[src/rtl/LAG_pkg.sv]
// rtl/LAG_pkg.sv - shared router types: PL state encoding and credit counter width
package LAG_pkg;

`ifdef LAG_PL_FREE_ON_CREDITS_EN
    typedef enum logic [1:0] {
        PL_FREE,
        PL_ACTIVE,
        PL_DRAIN
    } pl_state_t;
`else
    typedef enum logic [0:0] {
        PL_FREE,
        PL_ACTIVE
    } pl_state_t;
`endif

    // Counter must hold every value 0..depth inclusive.
    function automatic int credit_w(input int depth);
        return $clog2(depth + 1);
    endfunction

endpackage

[src/rtl/lag_pl_status_tracker_if.sv]
// rtl/lag_pl_status_tracker_if.sv - allocator/switch side signals of the PL status tracker
interface lag_pl_status_tracker_if #(
    parameter int np            = 5,
    parameter int max_links_num = 2
);
    logic [np-1:0][max_links_num-1:0] pl_allocated;
    logic [np-1:0][max_links_num-1:0] flit_sent;
    logic [np-1:0][max_links_num-1:0] tail_sent;
    logic [np-1:0][max_links_num-1:0] credit_in;
    logic [np-1:0][max_links_num-1:0] pl_status;
    logic [np-1:0][max_links_num-1:0] pl_has_credit;
    logic                             protocol_err;

    modport master (
        output pl_allocated, flit_sent, tail_sent, credit_in,
        input  pl_status, pl_has_credit, protocol_err
    );

    modport slave (
        input  pl_allocated, flit_sent, tail_sent, credit_in,
        output pl_status, pl_has_credit, protocol_err
    );
endinterface

[src/rtl/lag_pl_status_tracker_credit_counter.sv]
// rtl/lag_pl_status_tracker_credit_counter.sv - saturating downstream credit counter for one PL
module lag_pl_credit_counter
    import LAG_pkg::*;
#(
    parameter int buf_len = 4
) (
    input  logic                         clk,
    input  logic                         rst_n,
    input  logic                         inc,
    input  logic                         dec,
    output logic [credit_w(buf_len)-1:0] count,
    output logic                         nonzero,
    output logic                         full,
    output logic                         err
);
    localparam int            cw        = credit_w(buf_len);
    localparam logic [cw-1:0] max_count = cw'(buf_len);

    logic [cw-1:0] count_nxt;

    // Next count; an overflow or underflow is flagged and leaves the count alone.
    always_comb begin
        count_nxt = count;
        err       = 1'b0;
        if (inc && !dec) begin
            if (count == max_count) err = 1'b1;
            else                    count_nxt = count + 1'b1;
        end else if (dec && !inc) begin
            if (count == '0) err = 1'b1;
            else             count_nxt = count - 1'b1;
        end
    end

    // Credit register; the downstream buffer starts empty, so all credits are held.
    always_ff @(posedge clk or negedge rst_n) begin
        if (!rst_n) count <= max_count;
        else        count <= count_nxt;
    end

    assign nonzero = (count != '0);
    assign full    = (count == max_count);
endmodule

[src/rtl/lag_pl_status_tracker.sv]
// rtl/lag_pl_status_tracker.sv - per-link PL free/busy and credit tracker; option LAG_PL_FREE_ON_CREDITS_EN
module lag_pl_status_tracker
    import LAG_pkg::*;
#(
    parameter int np            = 5,
    parameter int max_links_num = 2,
    parameter int buf_len       = 4
) (
    input  logic                   clk,
    input  logic                   rst_n,
    lag_pl_status_tracker_if.slave bus
);
    localparam int cw = credit_w(buf_len);

    pl_state_t state [np][max_links_num];

    logic [np-1:0][max_links_num-1:0]         cnt_dec;
    logic [np-1:0][max_links_num-1:0]         cnt_nonzero;
    logic [np-1:0][max_links_num-1:0]         cnt_full;
    logic [np-1:0][max_links_num-1:0]         cnt_err;
    logic [np-1:0][max_links_num-1:0]         link_err;
    logic [np-1:0][max_links_num-1:0][cw-1:0] cnt;
    logic                                     protocol_err_q;

    for (genvar p = 0; p < np; p++) begin : g_port
        for (genvar l = 0; l < max_links_num; l++) begin : g_link
            lag_pl_credit_counter #(.buf_len(buf_len)) u_cnt (
                .clk     (clk),
                .rst_n   (rst_n),
                .inc     (bus.credit_in[p][l]),
                .dec     (cnt_dec[p][l]),
                .count   (cnt[p][l]),
                .nonzero (cnt_nonzero[p][l]),
                .full    (cnt_full[p][l]),
                .err     (cnt_err[p][l])
            );
        end
    end

    // A flit only consumes a credit while its packet owns the PL.
    always_comb begin
        cnt_dec = '0;
        for (int p = 0; p < np; p++)
            for (int l = 0; l < max_links_num; l++)
                cnt_dec[p][l] = bus.flit_sent[p][l] && (state[p][l] == PL_ACTIVE);
    end

    // Illegal events per link: re-grant of a busy PL, flit on a PL with no packet, credit faults.
    always_comb begin
        link_err = '0;
        for (int p = 0; p < np; p++)
            for (int l = 0; l < max_links_num; l++)
                link_err[p][l] = (bus.pl_allocated[p][l] && (state[p][l] != PL_FREE))
                               || (bus.flit_sent[p][l] && (state[p][l] != PL_ACTIVE))
                               || cnt_err[p][l];
    end

`ifdef LAG_PL_FREE_ON_CREDITS_EN
    localparam logic [cw-1:0] one_short = cw'(buf_len - 1);

    logic [np-1:0][max_links_num-1:0] drain_done;

    // All credits home after this cycle's update (no decrement can occur while draining).
    always_comb begin
        drain_done = '0;
        for (int p = 0; p < np; p++)
            for (int l = 0; l < max_links_num; l++)
                drain_done[p][l] = cnt_full[p][l]
                                 || ((cnt[p][l] == one_short) && bus.credit_in[p][l]);
    end
`else
    logic unused_credit_state;
    assign unused_credit_state = ^{cnt, cnt_full};
`endif

    // Per-link ownership state machine.
    always_ff @(posedge clk or negedge rst_n) begin
        if (!rst_n) begin
            for (int p = 0; p < np; p++)
                for (int l = 0; l < max_links_num; l++)
                    state[p][l] <= PL_FREE;
        end else begin
            for (int p = 0; p < np; p++)
                for (int l = 0; l < max_links_num; l++)
                    case (state[p][l])
                        PL_FREE:
                            if (bus.pl_allocated[p][l]) state[p][l] <= PL_ACTIVE;
                        PL_ACTIVE:
                            if (bus.flit_sent[p][l] && bus.tail_sent[p][l])
`ifdef LAG_PL_FREE_ON_CREDITS_EN
                                state[p][l] <= PL_DRAIN;
                        PL_DRAIN:
                            if (drain_done[p][l]) state[p][l] <= PL_FREE;
`else
                                state[p][l] <= PL_FREE;
`endif
                        default:
                            state[p][l] <= PL_FREE;
                    endcase
        end
    end

    // Sticky protocol error flag.
    always_ff @(posedge clk or negedge rst_n) begin
        if (!rst_n)         protocol_err_q <= 1'b0;
        else if (|link_err) protocol_err_q <= 1'b1;
    end

    // Free flag decoded straight from the state register.
    always_comb begin
        bus.pl_status = '0;
        for (int p = 0; p < np; p++)
            for (int l = 0; l < max_links_num; l++)
                bus.pl_status[p][l] = (state[p][l] == PL_FREE);
    end

    assign bus.pl_has_credit = cnt_nonzero;
    assign bus.protocol_err  = protocol_err_q;
endmodule

[src/flat_wrapper.sv]
// flat-port wrapper written by rule: the top's interface ports become plain ports
module lag_pl_status_tracker_flat import LAG_pkg::*;
#(
    parameter int np            = 5,
    parameter int max_links_num = 2,
    parameter int buf_len       = 4
)
  (clk, rst_n, bus_pl_allocated, bus_flit_sent, bus_tail_sent, bus_credit_in, bus_pl_status, bus_pl_has_credit, bus_protocol_err);
  lag_pl_status_tracker_if #(.np(np), .max_links_num(max_links_num)) bus_i ();
  input  logic clk;
  input  logic rst_n;
  input wire logic [$bits(bus_i.pl_allocated)-1:0] bus_pl_allocated;
  input wire logic [$bits(bus_i.flit_sent)-1:0] bus_flit_sent;
  input wire logic [$bits(bus_i.tail_sent)-1:0] bus_tail_sent;
  input wire logic [$bits(bus_i.credit_in)-1:0] bus_credit_in;
  output wire logic [$bits(bus_i.pl_status)-1:0] bus_pl_status;
  output wire logic [$bits(bus_i.pl_has_credit)-1:0] bus_pl_has_credit;
  output wire logic [$bits(bus_i.protocol_err)-1:0] bus_protocol_err;
  assign bus_i.pl_allocated = bus_pl_allocated;
  assign bus_i.flit_sent = bus_flit_sent;
  assign bus_i.tail_sent = bus_tail_sent;
  assign bus_i.credit_in = bus_credit_in;
  assign bus_pl_status = bus_i.pl_status;
  assign bus_pl_has_credit = bus_i.pl_has_credit;
  assign bus_protocol_err = bus_i.protocol_err;
  lag_pl_status_tracker #(.np(np), .max_links_num(max_links_num), .buf_len(buf_len)) u_core (.clk(clk), .rst_n(rst_n), .bus(bus_i));
endmodule
[config.mk]
export PLATFORM = sky130hd
export DESIGN_NAME = lag_pl_status_tracker_flat
export DESIGN_NICKNAME = d
export VERILOG_FILES = /design/src/rtl/LAG_pkg.sv /design/src/rtl/lag_pl_status_tracker_if.sv /design/src/rtl/lag_pl_status_tracker_credit_counter.sv /design/src/rtl/lag_pl_status_tracker.sv /design/src/flat_wrapper.sv
export SDC_FILE = /design/constraint.sdc
export NUM_CORES = 1
export LEC_CHECK = 0
export CAP_MARGIN = 20
export CELL_PAD_IN_SITES_DETAIL_PLACEMENT = 2
export CELL_PAD_IN_SITES_GLOBAL_PLACEMENT = 2
export CORE_AREA = 4 4 111 113
export DETAILED_ROUTE_END_ITERATION = 6
export DIE_AREA = 0 0 115 117
export GPL_ROUTABILITY_DRIVEN = 0
export GPL_TIMING_DRIVEN = 1
export PLACE_DENSITY = 0.88
export SETUP_SLACK_MARGIN = 0.3
export SKIP_CTS_REPAIR_TIMING = 1
export SLEW_MARGIN = 10
export SYNTH_ARGS = -nofsm -noshare
export SYNTH_HDL_FRONTEND = slang
export SYNTH_SLANG_ARGS = --single-unit
export TNS_END_PERCENT = 30
[constraint.sdc]
create_clock -name clk -period 2.1 [get_ports clk]
set_clock_uncertainty 0.2 [all_clocks]
set_input_delay 0.315 -clock clk [delete_from_list [all_inputs] [get_ports clk]]
set_output_delay 0.315 -clock clk [all_outputs]
set_load 0.01 [all_outputs]
==> results.md <==
* Post-synthesis cell type count at 42
* H-Tree Depth at 2
* DP Wirelength at 8210 um
* Internal Pwr Total at around 0.0032 W
* Switch Pwr at roughly 0.0025 W
* Non-filler cells, final at 643
* Post-Place Cells at approximately 600
* First-pass GRT wire length at 17100 um
* TritonCTS buffer count at 5
* Skew-Pair Late Insertion Delay at a little under 0.3 ns
* Die area at 13500 um2
* CP Class: flip-flop to flip-flop
* Worst Hold Class: input pin to flip-flop
* # clock sinks at 41
* DRT Pass-1 Iters at 4
* Ys Warns at 0
* Fillers at 1234
* GRT Total Usage at 15.9%
* RSZ-0062 raised after global routing: true
* Number of cell rows at 39
* Worst EP arrival at 2.15 ns
* Initial antenna violation count at 0
* Max_cap viols at 0
* Die extent in y at around 120 um
* Setup WS post-layout at -0.127 ns
* Syn_area_per_cell at 8.31 um2
* Port bufs at 62
* Vias in the first global route at about 3500
* DRC Markers at 0
* Vias per cell at 5.04
* Slew headroom at about three fifths
* Iter 0 DRT Violations at 143
* Total vias in the final route at 3240
* Crit path time final at 2.23 ns
* Total Routed Length at 13100 um
* Initial core utilization at 27.5%
* CP max FO at 4
* CTS clk-pin slew, worst paths at 0.06 ns
* Critical Path RT at 2.03 ns
* Final hold slack at 0.244 ns
* Failing checks: negative setup slack
* Leakage at 2.44 nW
* Slew Viols, Final at 0
* VDD IR max at 0.414 mV
* DIE WIDTH at 115 um
* Pwr Total at just under 0.006 W
* Clock root buffer: clkbuf_16
* Sequential area share after synthesis at 33.3%
* GRT overflow at 0
* Post-route cell area at slightly below 5000 um2
* Seq pwr share at 29.4%
* Final Cycle Share at 106%
* Worst-Margin Slew at 0.582 ns
* Fin nets at 571
* Endpoint type of the worst setup path: flip-flop
* Num ports at 63
* Avg WL per Cell at 20.3 um
* Final hold vios at 0
* Area Growth Syn to Fin at 58.4%
* Post-synth net total at 447
* Number of routed nets with antenna violations at 0
* Critical Path, Cell by Cell: mux2_4, a31oi_1, o211ai_1, nor4_2, buf_4, nand3_1
* Antenna diodes at 0
* Synthesized netlist cell count at 375
* Clk buf depth at 2
* Clock power frac at 13.5%
* Status: complete, but fails checks
* Post-synthesis cell area at 3120 um2
* Logic pwr share at roughly 57%
* Top_reg_cell synth: dfrtp_1
* Pwr per Cell Area at about 1200 nW/um2
* Max Clock Freq at 449 MHz
* Slowest stage delay, CP at 0.45 ns
* Post-DP Area at 4170 um2
* Layout cells sized above 1 at a little over a third
* # setup viols final at 1
* Post-synth EDFFs at 0
* Type of origin of the critical path: flip-flop
* Largest net degree at the start of global routing at between 40 and 50
* Core ar. at approximately 11000 um2
* Slowest CP cell: dfrtp_2
* Asr flop ratio synth at 100%
* Register bit count reported by yosys at slightly above 40
* Switching Fraction at 43.7%
* CTS tree: done
[power groups by stage]
stage	clock [W]	sequential [W]	combinational, W
floorplan	0	0.00159	0.00164
global placement	0	0.00168	0.00227
finish	0.000777	0.00170	0.00330
detailed placement	0	0.00175	0.00246
CTS	0.000783	0.00173	0.00250
global route	0.000819	0.00176	0.00363
[per-layer routing]
| layer | vias to the layer above | routed length (um) | share of wire [%] | track usage (%) |
|---|---|---|---|---|
| li1 | 1519 | - | - | - |
| met1 | 1641 | 5320 | 41 | 19.1 |
| met2 | 68 | 7240 | 55 | 30.2 |
| met3 | 12 | 359 | 2.7 | 2.21 |
| met4 | 0 | 164 | 1.3 | 3.52 |
| met5 | - | 0 | 0 | 0 |
[registers in the layout, summed over array words and instances, names as in the netlist]
register and flops:
u_core.bus.protocol_err 1, u_core.state 10, u_core.g_port.g_link.u_cnt.count 30
[synth_stat cells, drive strengths merged (3+ instances only)]
| cell | instances | area share (%) |
|---|---|---|
| nor2 | 56 | 7.0 |
| inv | 44 | 5.3 |
| nand2 | 36 | 4.3 |
| dfrtp | 31 | 25 |
| a21oi | 28 | 4.5 |
| o21ai | 25 | 4.0 |
| ha | 20 | 8.0 |
| buf | 16 | 3.4 |
| dfstp | 10 | 8.4 |
| fa | 10 | 6.4 |
| nor3 | 10 | 1.6 |
| o22a | 10 | 2.8 |
| xor2 | 10 | 2.8 |
| or3 | 9 | 1.8 |
| nor4 | 8 | 1.6 |
| nor3b | 6 | 1.4 |
| o211ai | 6 | 1.4 |
| a22oi | 4 | 0.96 |
| clkbuf | 4 | 0.48 |
| mux2i | 4 | 1.3 |
| a21o | 3 | 0.72 |
| a32oi | 3 | 0.84 |
| nand3 | 3 | 0.48 |
| o31ai | 3 | 0.72 |
[cell families (layout without fill, tap and decap cells)]
group / after synthesis / after routing / share of synthesized area, %
and+or+nand+nor: 132 / 132 / 19.5
AOI/OAI and AO/OA: 93 / 93 / 19.0
buffers and inverters: 64 / 189 / 9.15
DFF: 41 / 41 / 33.3
adders and majority gates: 30 / 30 / 14.4
xor gates and xnor gates: 10 / 10 / 2.81
muxes: 5 / 5 / 1.77
[worst max-delay path: cells and delay by family (launching register included)]
family          cells  cell delay [ns]
compound gates      2             0.50
buf+inv             1             0.16
flops               1             0.45
mux                 1             0.34
simple gates        2             0.43
[final cells by class]
cell class              count  area, um2  area share, %
inverters                  44        173           3.50
multi-input cells         270       2130           43.2
clock inverters             2       10.0          0.203
clock buffers               6        129           2.61
well taps                 143        179           3.62
flip-flops and latches     41       1060           21.4
repair buffers            137       1260           25.5
[layout by cell type (no fill, tap or decap), drive strengths merged, types with 3 or more instances in the layout]
cell type	n
buf	75
nor2	56
inv	44
nand2	36
dlymetal6s2s	33
dfrtp	31
a21oi	28
o21ai	25
clkdlybuf4s50	23
ha	20
clkbuf	11
o22a	10
dfstp	10
xor2	10
fa	10
nor3	10
or3	9
nor4	8
o211ai	6
nor3b	6
mux2i	4
a22oi	4
a21o	3
a32oi	3
nand3	3
o31ai	3
[stage by stage]
step / TNS, ns / setup slack, ns / utilization (%)
4_1_cts: -0.579 / -0.128 / 38.0
2_1_floorplan: 0 / 0.254 / -
3_3_place_gp: -1.50 / -0.324 / 36.8
5_1_grt: -0.197 / -0.167 / 43.6
6_report: -0.127 / -0.127 / 43.6
3_5_place_dp: -2.80 / -0.370 / 36.8
[path summary, 6_finish.rpt]
path,startpoint,slack (ns),cells after the start,to
worst max register to register,u_core.state[4]$_DFF_PN0_,-0.13,6,u_core.bus.protocol_err$_DFFE_PN0P_
max in group asynchronous,rst_n,0.82,3,u_core.g_port[1].g_link[0].u_cnt.count[1]$_DFFE_PN0P_
worst max-delay path,u_core.state[4]$_DFF_PN0_,-0.13,6,u_core.bus.protocol_err$_DFFE_PN0P_
worst min register to register,u_core.g_port[1].g_link[0].u_cnt.count[2]$_DFFE_PN1P_,0.33,2,u_core.g_port[1].g_link[0].u_cnt.count[2]$_DFFE_PN1P_
worst min-delay path,bus_flit_sent[5],0.24,4,u_core.state[4]$_DFF_PN0_
min in group asynchronous,rst_n,0.44,3,u_core.g_port[3].g_link[1].u_cnt.count[0]$_DFFE_PN0P_
(Power assumes the default switching activity.)
==> RTL edit: new RTL, same flow settings <==
Make the reset (`rst_n`) synchronous in 3 clocked blocks.
--- a/src/rtl/lag_pl_status_tracker_credit_counter.sv
+++ b/src/rtl/lag_pl_status_tracker_credit_counter.sv
@@ -34,3 +34,3 @@
     // Credit register; the downstream buffer starts empty, so all credits are held.
-    always_ff @(posedge clk or negedge rst_n) begin
+    always_ff @(posedge clk) begin
         if (!rst_n) count <= max_count;
--- a/src/rtl/lag_pl_status_tracker.sv
+++ b/src/rtl/lag_pl_status_tracker.sv
@@ -76,3 +76,3 @@
     // Per-link ownership state machine.
-    always_ff @(posedge clk or negedge rst_n) begin
+    always_ff @(posedge clk) begin
         if (!rst_n) begin
@@ -103,3 +103,3 @@
     // Sticky protocol error flag.
-    always_ff @(posedge clk or negedge rst_n) begin
+    always_ff @(posedge clk) begin
         if (!rst_n)         protocol_err_q <= 1'b0;
Function: differs if rst_n is asserted again (counterexample within 4 cycles, from zero or initial values and one cycle with rst_n low); with rst_n held inactive, the same outputs for 4 cycles.
==> RTL edit against the original RTL <==
  * The flow still finishes with violations (negative setup slack)
  * Routed wire length fell by 0.16%
  * Critical path depth rose by 3
  * Design area fell by 6.1%
  * Sequential cell count did not move
  * Count of clock-buffer cells in the layout fell by 1
  * Area after synthesis fell by 3.5%
  * Setup slack improved by 0.096 ns
  * Worst hold slack improved by 0.023 ns
  * Via count fell by 3.6%
Power is not compared: it rests on default switching activity, and its combinational part moved more than twofold at a synthesized area within 25%.
==> RTL edit: results (changes against the original RTL) <==
[route]
routed-via-count = 3124  ; was 3240
avgRoutedWirePerCell_um = 21.63  ; was 20.35 µm
drt_pass1_iterations = 4  ; unchanged
detailedRoute.firstIterationViolations = 139  ; was 143

[logic_synthesis]
postSynth.asyncResetShare_pct = 0  ; was 100.0%
synth_nets = 442  ; was 447
synth_area_leaders = sky130_fd_sc_hd__dfxtp_1, sky130_fd_sc_hd__edfxtp_1, sky130_fd_sc_hd__ha_1, sky130_fd_sc_hd__fa_1, sky130_fd_sc_hd__nor2_1  ; was sky130_fd_sc_hd__dfrtp_1, sky130_fd_sc_hd__dfstp_2, sky130_fd_sc_hd__ha_1, sky130_fd_sc_hd__nor2_1, sky130_fd_sc_hd__fa_1
synth_common_cells = sky130_fd_sc_hd__nor2_1, sky130_fd_sc_hd__inv_1, sky130_fd_sc_hd__nand2_1  ; unchanged
number_of_enable_type_register_cells_in_the_synthesized_netlist = 9  ; was 0
synthMuxAreaShare_pct = 3.326  ; was 1.766%
ys_types = 35  ; was 42
synth_compound_gate_area_share_pct = 16.59  ; was 18.98%
synth_adder_area_share_pct = 14.97  ; was 14.45%
post_synthesis_share_of_cell_area_spent_on_xor_and_xnor_gates_pct = 4.075  ; was 2.809%
seq_area_frac_synth_pct = 30.27  ; was 33.31%

[global_routing]
grt_pass1_vias = 3415  ; was 3473
grt_pass1_wl_um = 17040  ; was 17130 µm
use_met1_pct = 18.33  ; was 19.10%
grt_start_max_net_pins = 16  ; was 42
gr-usage-met3_pct = 1.645  ; was 2.211%
global_route.usage.total_pct = 15.86  ; was 15.93%
global_route.usage.met2_pct = 31.13  ; was 30.17%

[sta]
hold_viol = 0  ; unchanged
worst_pin_slew_ns = 0.4140  ; was 0.5825 ns
setup_slack_ns = -0.03162  ; was -0.1274 ns
final.setup.tns_ns = -0.03162  ; was -0.1274 ns
timing.final.setup_violations = 1  ; unchanged

[layout]
n_fill_cell = 1226  ; was 1234
share_of_cells_above_drive_strength_1_pct = 31.02  ; was 35.00%
number_of_nets_at_the_end_of_the_flow = 532  ; was 571

[hold_path]
worstHoldPathType = input pin to flip-flop  ; unchanged

[clock_network]
cts_clk_pin_slew_worst_paths_ns = 0.08  ; was 0.06 ns
clock-root-buffer = sky130_fd_sc_hd__clkbuf_16  ; unchanged

[worst_setup_path]
crit_path_max_fanout = 3  ; was 4
cp.arrival_ns = 2.11  ; was 2.15 ns

[placement]
placed_cell_area_um2 = 3931  ; was 4165 µm²
dp_hpwl_um = 8370  ; was 8209 µm

[run_status]
violations = negative setup slack  ; unchanged
result_of_the_run = finished with violations  ; unchanged

[pwr]
ir_drop_uv = 371.5

## RTL edit: cell count changes after synthesis, sizes merged, moves of 5 or more
cell and change:
a211o +6, and3 +12, dfrtp -31, dfstp -10
dfxtp +32, edfxtp +9, nor4 -5, o211ai -6
o21ai -8, o221a +5, o22a -10, o311ai +6
xnor2 +8
## RTL edit: path summary, 6_finish.rpt
path,startpoint,to,slack (ns),cells past startpoint
worst max-delay path,u_core.state[0][3],u_core.bus.protocol_err,-0.03,9
worst min-delay path,rst_n,u_core.g_port[1].g_link[1].u_cnt.count[1],0.27,2
worst min register to register,u_core.g_port[1].g_link[1].u_cnt.count[2],u_core.g_port[1].g_link[1].u_cnt.count[2],0.33,1
worst max register to register,u_core.state[0][3],u_core.bus.protocol_err,-0.03,9
## RTL edit: kinds of logic (layout without fill, tap and decap cells)
kind of cell,count (synthesis),in the layout
simple gates,138,138
flops,41,41
xor+xnor,14,14
buf+inv,61,152
compound gates,77,77
mux,9,9
fa+ha+maj,30,30
## RTL edit: per-stage QoR
step | total power [µW] | setup WS, ns | instances | utilization (%)
final | 3370 | -0.03162 | 604 | 40.98
after global routing | 3563 | -0.1155 | 604 | 40.98
after CTS | 3085 | -0.08241 | 592 | 36.05
after detailed placement | 2248 | -0.2904 | 584 | 34.73
after global placement | 2140 | -0.1886 | 584 | 34.73
after floorplan | 1781 | 0.2105 | 370 | -
## RTL edit: power groups by stage
stage / Sequential (µW) / Clock [µW] / Combinational, µW
2_1_floorplan: 1080 / 0 / 701
3_3_place_gp: 1120 / 0 / 1020
3_5_place_dp: 1130 / 0 / 1110
4_1_cts: 1120 / 835 / 1130
5_1_grt: 1180 / 886 / 1500
6_report: 1160 / 844 / 1370
## RTL edit: cell type report
cell class	count	share of cell area, %
timing repair buffer	103	22.25
clock inverter	3	0.5394
inverter	41	3.425
multi-input combinational	268	47.22
clock buffer	5	2.697
sequential	41	20.01
tap	143	3.857
## RTL edit: metal layers
| metal | up-vias | part of all wire (%) |
|---|---|---|
| li1 | 1440 | - |
| met4 | 0 | 3.2 |
| met3 | 30 | 2.5 |
| met2 | 74 | 53 |
| met1 | 1580 | 41 |
| met5 | - | 0 |
## RTL edit: critical path, stage by stage, from the launching register on
cell and delay [ns]:
sky130_fd_sc_hd__edfxtp_1 0.44, sky130_fd_sc_hd__nand2_2 0.11, sky130_fd_sc_hd__inv_1 0.08, sky130_fd_sc_hd__ha_1 0.21, sky130_fd_sc_hd__nor3b_1 0.15, sky130_fd_sc_hd__a21oi_1 0.21, sky130_fd_sc_hd__nor3_2 0.09, sky130_fd_sc_hd__nor4_2 0.31
sky130_fd_sc_hd__buf_4 0.16, sky130_fd_sc_hd__a31oi_1 0.06
